$ cat config.mk
export PLATFORM = sky130hd
export DESIGN_NAME = memory_game_core
export DESIGN_NICKNAME = d
export VERILOG_FILES = /design/src/rtl/memory_game_core.sv
export SDC_FILE = /design/constraint.sdc
export NUM_CORES = 1
export LEC_CHECK = 0
export CORE_ASPECT_RATIO = 1.1
export CORE_UTILIZATION = 44
export CTS_CLUSTER_SIZE = 30
export DETAILED_ROUTE_END_ITERATION = 7
export PLACE_DENSITY = 0.69
export RECOVER_POWER = 25
export SLEW_MARGIN = 15
export SYNTH_ARGS = -nofsm -noshare
export SYNTH_HDL_FRONTEND = slang
export SYNTH_SLANG_ARGS = --single-unit
$ cat constraint.sdc
create_clock -name clk -period 3.75 [get_ports clk]
set_input_delay 0.75 -clock clk [delete_from_list [all_inputs] [get_ports clk]]
set_output_delay 0.75 -clock clk [all_outputs]
set_load 0.01 [all_outputs]
$ cat src/rtl/memory_game_core.sv
// Memory-game controller for NxN grids (3..GRID_MAX): random pattern, timed show, player toggles, check and scoring.
// All outputs registered; en=0 freezes every register and masks the answer/wrong pulses, no other backpressure.
module memory_game_core #(
  parameter int          GRID_MAX      = 5,
  parameter int          SHOW_CYCLES   = 100000000,
  parameter int          RESULT_CYCLES = 50000000,
  parameter int          LIVES         = 3,
  parameter int          SCORE_W       = 12,
  parameter int          COMBO_W       = 8,
  parameter logic [15:0] LFSR_SEED     = 16'hACE1
) (
  input  logic                                  clk,
  input  logic                                  reset,
  input  logic                                  en,
  input  logic                                  start,
  input  logic [1:0]                            level,
  input  logic [$clog2(GRID_MAX*GRID_MAX)-1:0]  cell_sel,
  input  logic                                  cell_press,
  input  logic                                  submit,
  output logic [GRID_MAX*GRID_MAX-1:0]          pattern,
  output logic [GRID_MAX*GRID_MAX-1:0]          guess,
  output logic                                  show,
  output logic                                  answer,
  output logic                                  wrong,
  output logic [COMBO_W-1:0]                    o_combo,
  output logic [SCORE_W-1:0]                    o_score,
  output logic [2:0]                            o_life,
  output logic [2:0]                            o_state,
  output logic                                  game_over
);

  localparam int CELLS  = GRID_MAX * GRID_MAX;
  localparam int IDX_W  = $clog2(CELLS);
  localparam int NN_W   = IDX_W + 1;
  localparam int NW     = $clog2(GRID_MAX + 1);
  localparam int TMAX   = (SHOW_CYCLES > RESULT_CYCLES) ? SHOW_CYCLES : RESULT_CYCLES;
  localparam int TMR_W  = $clog2(TMAX) + 1;
  localparam int SUM_W  = ((SCORE_W > COMBO_W) ? SCORE_W : COMBO_W) + 8;
  localparam logic [TMR_W-1:0] SHOW_LAST   = TMR_W'(SHOW_CYCLES - 1);
  localparam logic [TMR_W-1:0] RESULT_LAST = TMR_W'(RESULT_CYCLES - 1);

  typedef enum logic [2:0] {
    IDLE   = 3'd0,
    GEN    = 3'd1,
    SHOW   = 3'd2,
    INPUT  = 3'd3,
    CHECK  = 3'd4,
    RESULT = 3'd5,
    OVER   = 3'd6
  } state_t;

  state_t             state_q, state_d;
  logic [CELLS-1:0]   pattern_q, pattern_d;
  logic [CELLS-1:0]   guess_q, guess_d;
  logic               show_q, show_d;
  logic               answer_q, answer_d;
  logic               wrong_q, wrong_d;
  logic               over_q, over_d;
  logic [COMBO_W-1:0] combo_q, combo_d;
  logic [SCORE_W-1:0] score_q, score_d;
  logic [2:0]         life_q, life_d;
  logic [TMR_W-1:0]   timer_q, timer_d;
  logic [NW-1:0]      n_q, n_d;
  logic [NW-1:0]      cnt_q, cnt_d;
  logic [NN_W-1:0]    nn_q, nn_d;
  logic [15:0]        lfsr_q, lfsr_d;

  logic [IDX_W-1:0]   idx;
  logic [CELLS-1:0]   mask;
  logic [SUM_W-1:0]   sum;
  logic               enter_gen;
  int                 n_int;

  assign idx = lfsr_q[IDX_W-1:0];

  always_comb begin
    n_int = 3 + int'(level);
    if (n_int > GRID_MAX) n_int = GRID_MAX;
    for (int i = 0; i < CELLS; i++) mask[i] = (i < int'(nn_q));
    sum = SUM_W'(score_q) + SUM_W'(10 * (int'(n_q) - 2)) + SUM_W'(combo_q);
  end

  always_comb begin
    state_d   = state_q;
    pattern_d = pattern_q;
    guess_d   = guess_q;
    show_d    = show_q;
    answer_d  = answer_q;
    wrong_d   = wrong_q;
    over_d    = over_q;
    combo_d   = combo_q;
    score_d   = score_q;
    life_d    = life_q;
    timer_d   = timer_q;
    n_d       = n_q;
    nn_d      = nn_q;
    cnt_d     = cnt_q;
    lfsr_d    = lfsr_q;
    enter_gen = 1'b0;
    if (en) begin
      answer_d = 1'b0;
      wrong_d  = 1'b0;
      lfsr_d   = {lfsr_q[14:0], lfsr_q[15] ^ lfsr_q[13] ^ lfsr_q[12] ^ lfsr_q[10]};
      case (state_q)
        IDLE, OVER: begin
          if (start) begin
            score_d   = '0;
            combo_d   = '0;
            life_d    = 3'(LIVES);
            over_d    = 1'b0;
            enter_gen = 1'b1;
          end
        end
        GEN: begin
          // Rejection sampling: out-of-grid or already-lit indices just wait for the next LFSR value
          if (({1'b0, idx} < nn_q) && !pattern_q[idx]) begin
            pattern_d[idx] = 1'b1;
            cnt_d          = cnt_q + NW'(1);
            if (cnt_q + NW'(1) == n_q) begin
              state_d = SHOW;
              show_d  = 1'b1;
              timer_d = '0;
            end
          end
        end
        SHOW: begin
          if (timer_q == SHOW_LAST) begin
            state_d = INPUT;
            show_d  = 1'b0;
          end else begin
            timer_d = timer_q + TMR_W'(1);
          end
        end
        INPUT: begin
          if (submit) begin
            state_d = CHECK;
          end else if (cell_press && ({1'b0, cell_sel} < nn_q)) begin
            guess_d[cell_sel] = ~guess_q[cell_sel];
          end
        end
        CHECK: begin
          timer_d = '0;
          state_d = RESULT;
          if (((pattern_q ^ guess_q) & mask) == '0) begin
            answer_d = 1'b1;
            score_d  = (sum > SUM_W'({SCORE_W{1'b1}})) ? {SCORE_W{1'b1}} : sum[SCORE_W-1:0];
            if (combo_q != {COMBO_W{1'b1}}) combo_d = combo_q + COMBO_W'(1);
          end else begin
            wrong_d = 1'b1;
            combo_d = '0;
            life_d  = life_q - 3'd1;
            if (life_q == 3'd1) begin
              state_d = OVER;
              over_d  = 1'b1;
            end
          end
        end
        RESULT: begin
          if (timer_q == RESULT_LAST) enter_gen = 1'b1;
          else timer_d = timer_q + TMR_W'(1);
        end
        default: state_d = IDLE;
      endcase
      if (enter_gen) begin
        state_d   = GEN;
        n_d       = NW'(n_int);
        nn_d      = NN_W'(n_int * n_int);
        pattern_d = '0;
        guess_d   = '0;
        cnt_d     = '0;
      end
    end
  end

  always_ff @(posedge clk) begin
    if (reset) begin
      state_q   <= IDLE;
      pattern_q <= '0;
      guess_q   <= '0;
      show_q    <= 1'b0;
      answer_q  <= 1'b0;
      wrong_q   <= 1'b0;
      over_q    <= 1'b0;
      combo_q   <= '0;
      score_q   <= '0;
      life_q    <= 3'(LIVES);
      timer_q   <= '0;
      n_q       <= NW'(3);
      nn_q      <= NN_W'(9);
      cnt_q     <= '0;
      lfsr_q    <= LFSR_SEED;
    end else begin
      state_q   <= state_d;
      pattern_q <= pattern_d;
      guess_q   <= guess_d;
      show_q    <= show_d;
      answer_q  <= answer_d;
      wrong_q   <= wrong_d;
      over_q    <= over_d;
      combo_q   <= combo_d;
      score_q   <= score_d;
      life_q    <= life_d;
      timer_q   <= timer_d;
      n_q       <= n_d;
      nn_q      <= nn_d;
      cnt_q     <= cnt_d;
      lfsr_q    <= lfsr_d;
    end
  end

  assign pattern   = pattern_q;
  assign guess     = guess_q;
  assign show      = show_q;
  assign answer    = answer_q & en;
  assign wrong     = wrong_q & en;
  assign o_combo   = combo_q;
  assign o_score   = score_q;
  assign o_life    = life_q;
  assign o_state   = state_q;
  assign game_over = over_q;

endmodule

# Word-level counts from Yosys, hierarchy flattened
# Cells that the tools add are included.
[op_classes]
addsub = 8
multipliers = 2
order_cmp = 33
eq_ne = 27
n_mux = 60
n_bitwise = 9
n_reduce_logical = 26
[ops]
columns = ["operator", "count"]
rows = [
  ["$mux 25", 7],
  ["$mux 28", 4],
  ["$pmux 28 s4", 1],
  ["$lt 5x6->1 const A", 9],
  ["$lt 4x6->1 const A", 8],
  ["$mux 12", 3],
  ["$mux 3", 11],
  ["$mul 32x32->6", 1],
  ["$add 28x1->28 const B", 1],
  ["$eq 28x26->1 const B", 1],
  ["$eq 28x27->1 const B", 1],
  ["$and 25x25->25", 1],
  ["$bwmux 25", 1],
  ["$logic_not 25->1", 1],
  ["$or 25x25->25", 1],
  ["$xor 25x25->25", 1],
  ["$lt 3x6->1 const A", 4],
  ["$mux 8", 3],
  ["$pmux 12 s2", 1],
  ["$gt 20x12->1 const B", 1],
  ["$ne 2x2->1 const B", 9],
  ["$mux 1", 17],
  ["$pmux 8 s2", 1],
  ["$reduce_and 4->1", 4],
  ["other kinds (41)", 73],
]
[word_totals]
reg_bits = 136
out_inout_bits = 80
word_cells = 180

# Longest topological paths before layout
[depth]
word_depth = 9
depth_mapped = 14
depth_no_buf = 12

# Worst setup path before layout
# Ideal clock, no wire load.
[synth_timing]
kind = "reg-to-reg"
from = "register n_q[1]"
to = "register score_q[5], in the netlist o_score[5]"
setup_ns = 0.070
arrival_time_ns = 3.279
required_time_ns = 3.680
slack_ns = 0.401
path_stages_with_launch = 14
path_buffers = 1
period_less_slack_ns = 3.349
path_cell_list = "dfxtp_1 > inv_1 > ha_1 > xnor2_1 > fa_1 > ha_1 > nor2b_1 > o31ai_1 > a21oi_1 > a221o_1 > o211ai_1 > clkbuf_1 > a22oi_1 > o2bb2ai_1"
[synth_via]
elab_chain_len = 8
[synth_lines]
columns = ["item", "line_no", "rtl"]
rows = [
  ["from (decl)", "63", "logic [NW-1:0] n_q, n_d;"],
  ["from (signal assigned)", "204", "n_q <= n_d;"],
  ["$sub 3x2->4 *", "80", "sum = SUM_W'(score_q) + SUM_W'(10 * (int'(n_q) - 2)) + SUM_W'(combo_q);"],
  ["$mul 4x4->8 *", "80", ""],
  ["$add 13x9->14 *", "80", ""],
  ["$add 14x9->15 *", "80", ""],
  ["$gt 20x12->1", "146", "score_d = (sum > SUM_W'({SCORE_W{1'b1}})) ? {SCORE_W{1'b1}} : sum[SCORE_W-1:0];"],
  ["$mux 12 *", "146", ""],
  ["$mux 12 *", "144", "if (((pattern_q ^ guess_q) & mask) == '0) begin"],
  ["$pmux 12 s2 *", "104", "case (state_q)"],
  ["to (signal assigned)", "201", "score_q <= score_d;"],
  ["to (decl)", "60", "logic [SCORE_W-1:0] score_q, score_d;"],
]
# Mark *: on every way between the ends. The rest lies on a longest branch, timed or not. The select of a mux whose other input is x is not followed.
# A chain may end at the register's enable or synchronous reset.

# Final worst setup path
[layout_timing]
from = "register n_q[1]"
to = "register score_q[10], in the netlist o_score[10]"
# Same word-level chain as after synthesis.

==> results.md <==
* Status: completed
* Worst path slowest cell: fa_1
* Sequential fraction of the synthesis area at 34.53%
* Worst Path Buf+Inv at 3
* H-tree lvl count at 4
* Most frequent cells in the layout: 133 x dfxtp_1, 88 x nor2_1, 72 x nand2_1
* Vias per Instance at 5.711
* Clock sinks at 133
* Root buffer cell: clkbuf_16
* Max FO, Critical Path at 4
* Cts bufs inserted at 17
* Via count at 7053
* Cell area after placement at 8936 sq um
* Number of max-slew violations in the final report at 0
* Boundary Pins at 93
* Pwr Density at 455.9 nW/um^2
* Final setup vio count at 0
* Max Fclk at 283.2 MHz
* Worst EP required at 4.06 ns
* EDFF count, synth at 0
* Post-DP HPWL at 15.30 mm
* Vias in the first global route at 6648
* Final wirelength at 21.41 mm
* FF+latch count, synth at 133
* Top delay family on crit path: compound AO/OA/AOI/OAI gates
* Hold Vio Cnt, Final at 0
* Slew @ Worst Pin at 0.9278 ns
* Total power at 0.004364 W
* Core footprint at 17080 sq um
* Final net count at 1039
* Layout cells sized above 1 at 9.491%
* N_diodes at 0
* Worst skew pair latency at 0.42 ns
* First-pass GRT wire length at 34.62 mm
* Initial antenna violation count at 0
* Netlist cell types at 69
* Rel. slew slack at 37.88%
* Total nets after synthesis at 947
* Die Y at 140.8 microns
* Syn Area/Cell at 8.595 sq um
* Largest net degree at the start of global routing at 38
* Clock buffer depth at 2
* CTS tree: built
* Die ar. at 18060 sq um
* Final Skew at 0.009353 ns
* Worst setup SP type: flip-flop
* Grt ovf at 0
* Max Cap Viol at 0
* Area Growth Syn to Fin at 24.16%
* Maximum vdd drop at 348.7 uV
* Ys async rst share at 0%
* I/O Buffers at 92
* Gr usage total at 24.40%
* Cell count after synthesis at 897
* Routed wire per std cell at 17.33 microns
* DR pass1 iterations at 5
* Post-DRT Antenna Nets at 0
* Die width at 128.2 microns
* Tmin final at 3.531 ns
* Final worst-path cycle share at 94.15%
* Drt drc at 0
* Design area at 9573 sq um
* CP peak stage delay at 0.44 ns
* Hold buffers post-CTS at 0
* RSZ-0062 raised after global routing: no
* Crit end category: flip-flop
* Worst Path Arrival at 3.84 ns
* Commonest non-fill, non-tap cell in the layout: dfxtp_1
* Initial DRC Count at 472
* Filler cell count at 1546
* Syn Std Cell Area at 7710 sq um
* Crit path kind: reg -> reg
* Top_reg_cell synth: dfxtp_1
* GP Congestion at 0.8643
* Cell Rows at 50
* Clock-pin slew on the worst setup and hold paths at 0.06 ns
* Worst Hold Class: reg -> reg
* CP cell instances: inv_1 -> ha_2 -> xnor2_1 -> fa_1 -> ha_1 -> nor2b_1 -> o31ai_1 -> a21oi_1 -> a21oi_1 -> o211ai_1 -> buf_4 -> buf_4 -> a2111oi_1 -> o2bb2ai_1
* Initial core utilization at 45.14%
* Total negative slack at 0 ns
* Leakage at 3.891 nW
* Ys Warns at 0
-- cells in the mapped netlist (all sizes together) (5+ instances only) --
library cell / instances / area [sq um]
a211oi: 9 / 72.57
a21o: 7 / 52.55
a21oi: 59 / 295.3
a31oi: 26 / 162.7
and2: 11 / 68.82
and3: 12 / 75.07
buf: 13 / 67.56
clkbuf: 36 / 135.1
dfxtp: 133 / 2663
fa: 8 / 160.2
ha: 29 / 362.9
inv: 27 / 101.4
mux2: 9 / 105.1
mux2i: 39 / 390.4
mux4: 9 / 202.7
nand2: 72 / 270.3
nand3: 35 / 180.2
nand4: 29 / 181.4
nor2: 88 / 330.3
nor2b: 10 / 62.56
nor3: 18 / 101.4
nor3b: 10 / 75.07
nor4: 14 / 87.58
nor4b: 5 / 43.79
o211ai: 5 / 37.54
o21ai: 42 / 214.0
o2bb2ai: 12 / 105.1
o31ai: 10 / 75.07
or4: 7 / 52.55
xnor2: 17 / 148.9
xor2: 37 / 324.1
-- worst min-delay path, delay by kind of cell, from the launching register on --
kind          cells  cell delay, ns
flops             1            0.32
simple gates      1            0.06
mux               1            0.06
-- repair_timing --
action                                  in CTS  in global routing
endpoints found under the setup margin       0                 10
gates resized for setup                      0                  4
setup buffers                                0                  3
-- registers in the layout, summed over array words and instances, names as in the netlist --
signal and cells:
guess 25, o_state 3, wrong_q 1, answer_q 1, o_life 3, lfsr_q 16, o_score 12, n_q 3
nn_q 3, cnt_q 3, show 1, timer_q 28, pattern 25, o_combo 8, game_over 1
-- logic make-up after synthesis --
group / after synthesis / synth area share, %
AND/OR/NAND/NOR: 341 / 22.95
multiplexers: 57 / 9.055
adder cells (fa/ha/maj): 38 / 6.913
buffers and inverters: 77 / 3.992
flip-flops: 133 / 34.53
AO/OA/AOI/OAI: 196 / 16.12
XOR/XNOR: 55 / 6.443
-- power by group --
group          internal (W)  leakage [nW]  switching [W]  total (W)
Sequential          0.00147          1.08      0.0000939    0.00156
Clock               0.00108         0.283       0.000648    0.00172
Combinational      0.000418          2.53       0.000659    0.00108
-- layout make-up --
cell class	instances	area (sq um)	area share (%)
Sequential cell	133	2663	27.81
Tap cell	234	292.8	3.058
Multi-Input combinational cell	687	4750	49.61
Clock buffer	19	452.9	4.731
Clock inverter	12	155.1	1.621
Timing Repair Buffer	122	1155	12.06
Inverter	28	105.1	1.098
-- path summary, 6_finish.rpt --
| check | to | start | cells after the start | slack (ns) |
|---|---|---|---|---|
| min reg2reg | lfsr_q[15]$_SDFFE_PP1P_ | lfsr_q[14]$_SDFFE_PP0P_ | 2 | 0.47 |
| min | lfsr_q[15]$_SDFFE_PP1P_ | lfsr_q[14]$_SDFFE_PP0P_ | 2 | 0.47 |
| max | o_score[10]$_SDFFE_PP0P_ | n_q[1]$_SDFFE_PP1P_ | 14 | 0.22 |
| max reg2reg | o_score[10]$_SDFFE_PP0P_ | n_q[1]$_SDFFE_PP1P_ | 14 | 0.22 |
-- through the flow --
stage          hold slack [ns]  utilization (%)  worst slack (ns)  instances
2_1_floorplan           0.4413                -            0.4010        897
3_3_place_gp            0.4544            52.32            0.2285       1201
3_5_place_dp            0.4612            52.32           0.09446       1201
4_1_cts                 0.4759            55.88            0.1065       1232
5_1_grt                 0.5021            56.05           0.01341       1235
6_report                0.4693            56.05            0.2195       1235
-- metal layers --
metal  track usage, %  up-vias  part of all wire [%]
li1                 -     3467                     -
met1            31.62     3313                    45
met2            39.72      234                    47
met3            4.592       39                   5.3
met4            10.03        0                   2.5
met5                0        -                     0
No activity file was read; power rests on OpenSTA's default activity.
